$ cat src/rtl/regfile_debug_access_ctrl.sv
// Debug host access to the core register file.
// The controller halts the core at an instruction boundary and borrows the write
// port and read port 1 for exactly one access. It then reloads the core's read
// outputs and releases the core.
module regfile_debug_access_ctrl #(
  parameter int unsigned NUM_REGS     = 36,
  parameter int unsigned HALT_TIMEOUT = 255
) (
  input  logic        clk,
  input  logic        reset_n_i,
  // core side
  input  logic        core_ce_i,
  input  logic        core_wr_en_i,
  input  logic [5:0]  core_wr_sel_i,
  input  logic [31:0] core_wr_data_i,
  input  logic [5:0]  core_rd1_sel_i,
  input  logic [5:0]  core_rd2_sel_i,
  input  logic        core_idle_i,
  output logic        core_stall_o,
  // debug host side
  input  logic        dbg_req_i,
  input  logic        dbg_we_i,
  input  logic [5:0]  dbg_sel_i,
  input  logic [31:0] dbg_wdata_i,
  output logic        dbg_ready_o,
  output logic        dbg_rvalid_o,
  output logic [31:0] dbg_rdata_o,
  output logic        dbg_err_o,
  // register file side
  output logic        rf_ce_o,
  output logic [31:0] rf_in_o,
  output logic [5:0]  rf_in_sel_o,
  output logic        rf_in_en_o,
  output logic [5:0]  rf_out1_sel_o,
  output logic [5:0]  rf_out2_sel_o,
  input  logic [31:0] rf_out1_i
);

  localparam int unsigned CW = $clog2(HALT_TIMEOUT + 1);

  typedef enum logic [2:0] {
    S_IDLE,
    S_HALT,
    S_ACCESS,
    S_RESTORE,
    S_RESP
  } state_t;

  state_t        r_state;
  logic          r_we;
  logic [5:0]    r_sel;
  logic [31:0]   r_wdata;
  logic [CW-1:0] r_cnt;
  logic [31:0]   r_rdata;
  logic          r_err;

  logic          w_sel_ok;
  logic          w_timeout;

  assign w_sel_ok  = (32'(dbg_sel_i) < NUM_REGS);
  assign w_timeout = (32'(r_cnt) == (HALT_TIMEOUT - 1));

  // Access sequencer: accept, halt, one-cycle access, restore, respond
  always_ff @(posedge clk or negedge reset_n_i) begin
    if (!reset_n_i) begin
      r_state <= S_IDLE;
      r_we    <= 1'b0;
      r_sel   <= '0;
      r_wdata <= '0;
      r_cnt   <= '0;
      r_rdata <= '0;
      r_err   <= 1'b0;
    end else begin
      case (r_state)
        S_IDLE: begin
          if (dbg_req_i) begin
            r_we    <= dbg_we_i;
            r_sel   <= dbg_sel_i;
            r_wdata <= dbg_wdata_i;
            r_rdata <= '0;
            r_cnt   <= '0;
            if (w_sel_ok) begin
              r_err   <= 1'b0;
              r_state <= S_HALT;
            end else begin
              // Out-of-range index: answer at once without touching the core
              r_err   <= 1'b1;
              r_state <= S_RESP;
            end
          end
        end
        S_HALT: begin
          // Idle takes priority over timeout when both occur in the same cycle
          if (core_idle_i) begin
            r_state <= S_ACCESS;
          end else if (w_timeout) begin
            r_err   <= 1'b1;
            r_state <= S_RESP;
          end else begin
            r_cnt <= r_cnt + 1'b1;
          end
        end
        S_ACCESS: begin
          r_state <= S_RESTORE;
        end
        S_RESTORE: begin
          r_rdata <= r_we ? '0 : rf_out1_i;
          r_state <= S_RESP;
        end
        S_RESP: begin
          r_state <= S_IDLE;
        end
        default: begin
          r_state <= S_IDLE;
        end
      endcase
    end
  end

  assign core_stall_o = (r_state == S_HALT) || (r_state == S_ACCESS) ||
                        (r_state == S_RESTORE);
  assign dbg_ready_o  = (r_state == S_IDLE);
  assign dbg_rvalid_o = (r_state == S_RESP);
  assign dbg_rdata_o  = r_rdata;
  assign dbg_err_o    = r_err;

  // Register-file port ownership: core by default, controller in ACCESS/RESTORE
  always_comb begin
    rf_ce_o       = core_ce_i;
    rf_in_o       = core_wr_data_i;
    rf_in_sel_o   = core_wr_sel_i;
    rf_in_en_o    = core_wr_en_i;
    rf_out1_sel_o = core_rd1_sel_i;
    rf_out2_sel_o = core_rd2_sel_i;
    case (r_state)
      S_ACCESS: begin
        rf_ce_o       = 1'b1;
        rf_in_o       = r_wdata;
        rf_in_sel_o   = r_sel;
        rf_in_en_o    = r_we;
        rf_out1_sel_o = r_sel;
      end
      S_RESTORE: begin
        // Clocked edge with the core's select reloads the core's read data
        rf_ce_o       = 1'b1;
        rf_in_o       = r_wdata;
        rf_in_sel_o   = r_sel;
        rf_in_en_o    = 1'b0;
      end
      default: ;
    endcase
  end

endmodule

$ cat config.mk
export PLATFORM = sky130hd
export DESIGN_NAME = regfile_debug_access_ctrl
export DESIGN_NICKNAME = d
export VERILOG_FILES = /design/src/rtl/regfile_debug_access_ctrl.sv
export SDC_FILE = /design/constraint.sdc
export NUM_CORES = 1
export LEC_CHECK = 0
export CAP_MARGIN = 20
export CELL_PAD_IN_SITES_DETAIL_PLACEMENT = 0
export CELL_PAD_IN_SITES_GLOBAL_PLACEMENT = 1
export CORE_MARGIN = 3
export CORE_UTILIZATION = 28
export DETAILED_ROUTE_END_ITERATION = 8
export PLACE_DENSITY_LB_ADDON = 0.25
export SLEW_MARGIN = 20
export SYNTH_ARGS = -nofsm -noshare
export SYNTH_HDL_FRONTEND = slang
export SYNTH_SLANG_ARGS = --single-unit
$ cat constraint.sdc
create_clock -name clk -period 3.1 [get_ports clk]
set_clock_uncertainty 0.15 [all_clocks]
set_input_delay 0.93 -clock clk [delete_from_list [all_inputs] [get_ports clk]]
set_output_delay 0.93 -clock clk [all_outputs]
set_load 0.1 [all_outputs]
==> metrics.md, run 1 <==
| Metric | Value |
|---|---|
| Synth Net Count | `503` |
| Leak pwr | `3.11 nW` |
| Area delta synth->final | `75.3%` |
| Critical Path Source Type | `flop` |
| Critical path class | `reg -> out` |
| Worst-path clk slew | `0.06 ns` |
| Starting DRT DRC Count | `122` |
| Hold Violations, Final | `0` |
| Post-synth top cells | `nand2_1, dfrtp_1, mux2_2` |
| TritonCTS buffer count | `9` |
| Final net count | `699` |
| RePlAce Congestion | `0.729` |
| Final WL | `12,000 um` |
| Post-synth EDFFs | `0` |
| Vias in the first global route | `3,562` |
| Max_slew headroom | `60.8%` |
| Antenna diodes | `0` |
| RSZ-0062 raised after global routing | `false` |
| Register Area | `2080 um2` |
| Layout cells sized above 1 | `30.3%` |
| WL/cell | `15.9 um` |
| TritonRoute pass-1 iters | `4` |
| Pwr Total | `0.00823 W` |
| Worst Path Max Fanout | `33` |
| Worst setup EP type | `output port` |
| Mean Syn Cell Area | `10.4 um2` |
| CTS tree | `done` |
| Distinct cells, synth | `35` |
| PD cells | `1200 nW/um2` |
| Mapped Cells | `374` |
| Final Util | `51.0%` |
| Synth warn | `0` |
| Insertion delay to the later sink of the worst-skew pair | `0.33 ns` |
| Clock sink total | `83` |
| Setup bufs post-CTS | `0` |
| Hold Slack | `0.357 ns` |
| Max Slew Vio Count | `0` |
| Area of the multi-input gates | `1710 um2` |
| Post-layout minimum cycle time | `2.92 ns` |
| Die Wd | `124 um` |
| Fmax achieved | `342 MHz` |
| DRC | `0` |
| Yosys top cell area share | `53.3%` |
| Synth area leaders | `dfrtp_1, mux2_2, nand2_1` |
| Worst slack, placed | `0.209 ns` |
| Post-synth ARST share | `100%` |
| Routed Antenna Nets | `0` |
| Initial antenna violation count | `0` |
| Main flop type after synthesis | `dfrtp_1` |
| Global-route wire length before repair | `18,100 um` |
| Detailed placer's ending HPWL | `8910 um` |
| Post-CTS resize count | `0` |
| Status | `finished, final reports clean` |
| Final TNS setup | `0 ns` |
| Largest net degree at the start of global routing | `52` |
| Total grt overflow | `0` |
| Root buf cell | `clkbuf_16` |
| Seq/Total Area, Yosys | `53.3%` |
| PortBufs | `202` |
| Core area | `13,400 um2` |
| Total GRT Usage | `15.3%` |
| WP data arrival | `1.84 ns` |
| Vias per cell | `4.55` |
| Finish-stage setup viols | `0` |
| IR drop worst, VDD | `0.000786 V` |
| Max_cap viols | `0` |
| Final worst-path cycle share | `94.2%` |
| WP data required | `2.02 ns` |
| Slew @ Worst Pin | `0.588 ns` |
| Synth Register Bits | `83` |
| DIE AREA | `15,400 um2` |
| Largest area contributor in the netlist | `dfrtp_1` |
| Starting density of the core | `29.1%` |
| Worst Hold Class | `reg -> reg` |
| H-tree depth | `3` |
| Die height | `124 um` |
| Synthesized area | `3890 um2` |
| Row count | `42` |
| Most common cell in the netlist | `nand2_1` |
| Number of fill cells | `1,214` |
| Hold_buf cts | `0` |
| Clock buffer depth | `2` |
| DR vias | `3,414` |
| Final setup margin | `0.179 ns` |
| I/O pins | `215` |
## flip-flops by register name, summed over array words and instances (netlist names)
name         cells
dbg_rdata_o     32
r_cnt            8
r_wdata         32
r_sel            6
dbg_err_o        1
r_we             1
r_state          3
## placed cells by master, fill, tap and decap left out, types with 4 or more instances in the layout
cell type,n
buf_4,43
clkdlybuf4s50_1,119
nand3_1,4
a22o_1,32
clkbuf_16,9
mux2_2,45
nand2_1,115
buf_12,51
o21ai_0,6
nor2_1,6
inv_1,4
dfrtp_1,83
a21oi_1,5
nand2_2,10
## metrics by stage
step | instances | area [um2]
3_5_place_dp | 735 | 6560
2_1_floorplan | 374 | 3930
5_1_grt | 751 | 6830
6_report | 751 | 6830
3_3_place_gp | 735 | 6560
4_1_cts | 751 | 6830
## worst max-delay path: stages, from the launching register on
cell     delay (ns)
dfrtp_1        0.49
nor2b_4        0.37
buf_12         0.24
nand2_1        0.08
nand2_1        0.13
buf_12         0.19
## layout make-up
type                            count  share of cell area [%]
Tap cell                          176                    3.22
Timing Repair Buffer              213                    37.1
Multi-Input combinational cell    259                    25.0
Inverter                            4                   0.220
Sequential cell                    83                    30.4
Clock inverter                      4                   0.385
Clock buffer                       12                    3.61
## path summary, 6_finish.rpt
check,end,slack [ns],cells after the start,start
max in group asynchronous,r_wdata[29]$_DFFE_PN0P_,1.76,2,reset_n_i
min in group asynchronous,r_sel[4]$_DFFE_PN0P_,0.41,1,reset_n_i
hold reg to reg,r_wdata[23]$_DFFE_PN0P_,0.36,1,r_wdata[23]$_DFFE_PN0P_
setup / recovery,rf_in_sel_o[2],0.18,5,r_state[1]$_DFFE_PN0P_
setup reg to reg,dbg_rdata_o[26]$_DFFE_PN0P_,1.07,6,r_state[2]$_DFFE_PN0P_
hold / removal,r_wdata[23]$_DFFE_PN0P_,0.36,1,r_wdata[23]$_DFFE_PN0P_
## where the power goes
group / internal, W / switching [W] / leakage [nW] / total [W]
clock: 0.000563 / 0.000412 / 0.133 / 0.000975
combinational: 0.00176 / 0.00368 / 1.92 / 0.00544
sequential: 0.00153 / 0.000279 / 1.06 / 0.00181
## metal layers
layer / track usage [%] / vias to the layer above / routed length, um
li1: - / 1670 / -
met1: 20.2 / 1568 / 5250
met2: 24.0 / 162 / 5310
met3: 4.59 / 14 / 1220
met4: 5.68 / 0 / 165
met5: 0 / - / 0
## logic make-up (layout without fill, tap and decap cells)
logic type / count (synthesis) / count (layout) / share of synthesized area (%)
DFF: 83 / 83 / 53.3
and+or+nand+nor: 155 / 155 / 17.4
AOI/OAI and AO/OA: 56 / 56 / 11.3
adders and majority gates: 2 / 2 / 0.642
muxes: 45 / 45 / 13.0
xor gates and xnor gates: 1 / 1 / 0.225
buffers and inverters: 32 / 233 / 4.08
No activity file was read; power rests on OpenSTA's default activity.
==> inputs of run 2 (changes only) <==
- CTS_CLUSTER_DIAMETER: not set -> 120
==> results of run 2 <==
The final DEF is identical to that of run 1; final timing and power are the same.
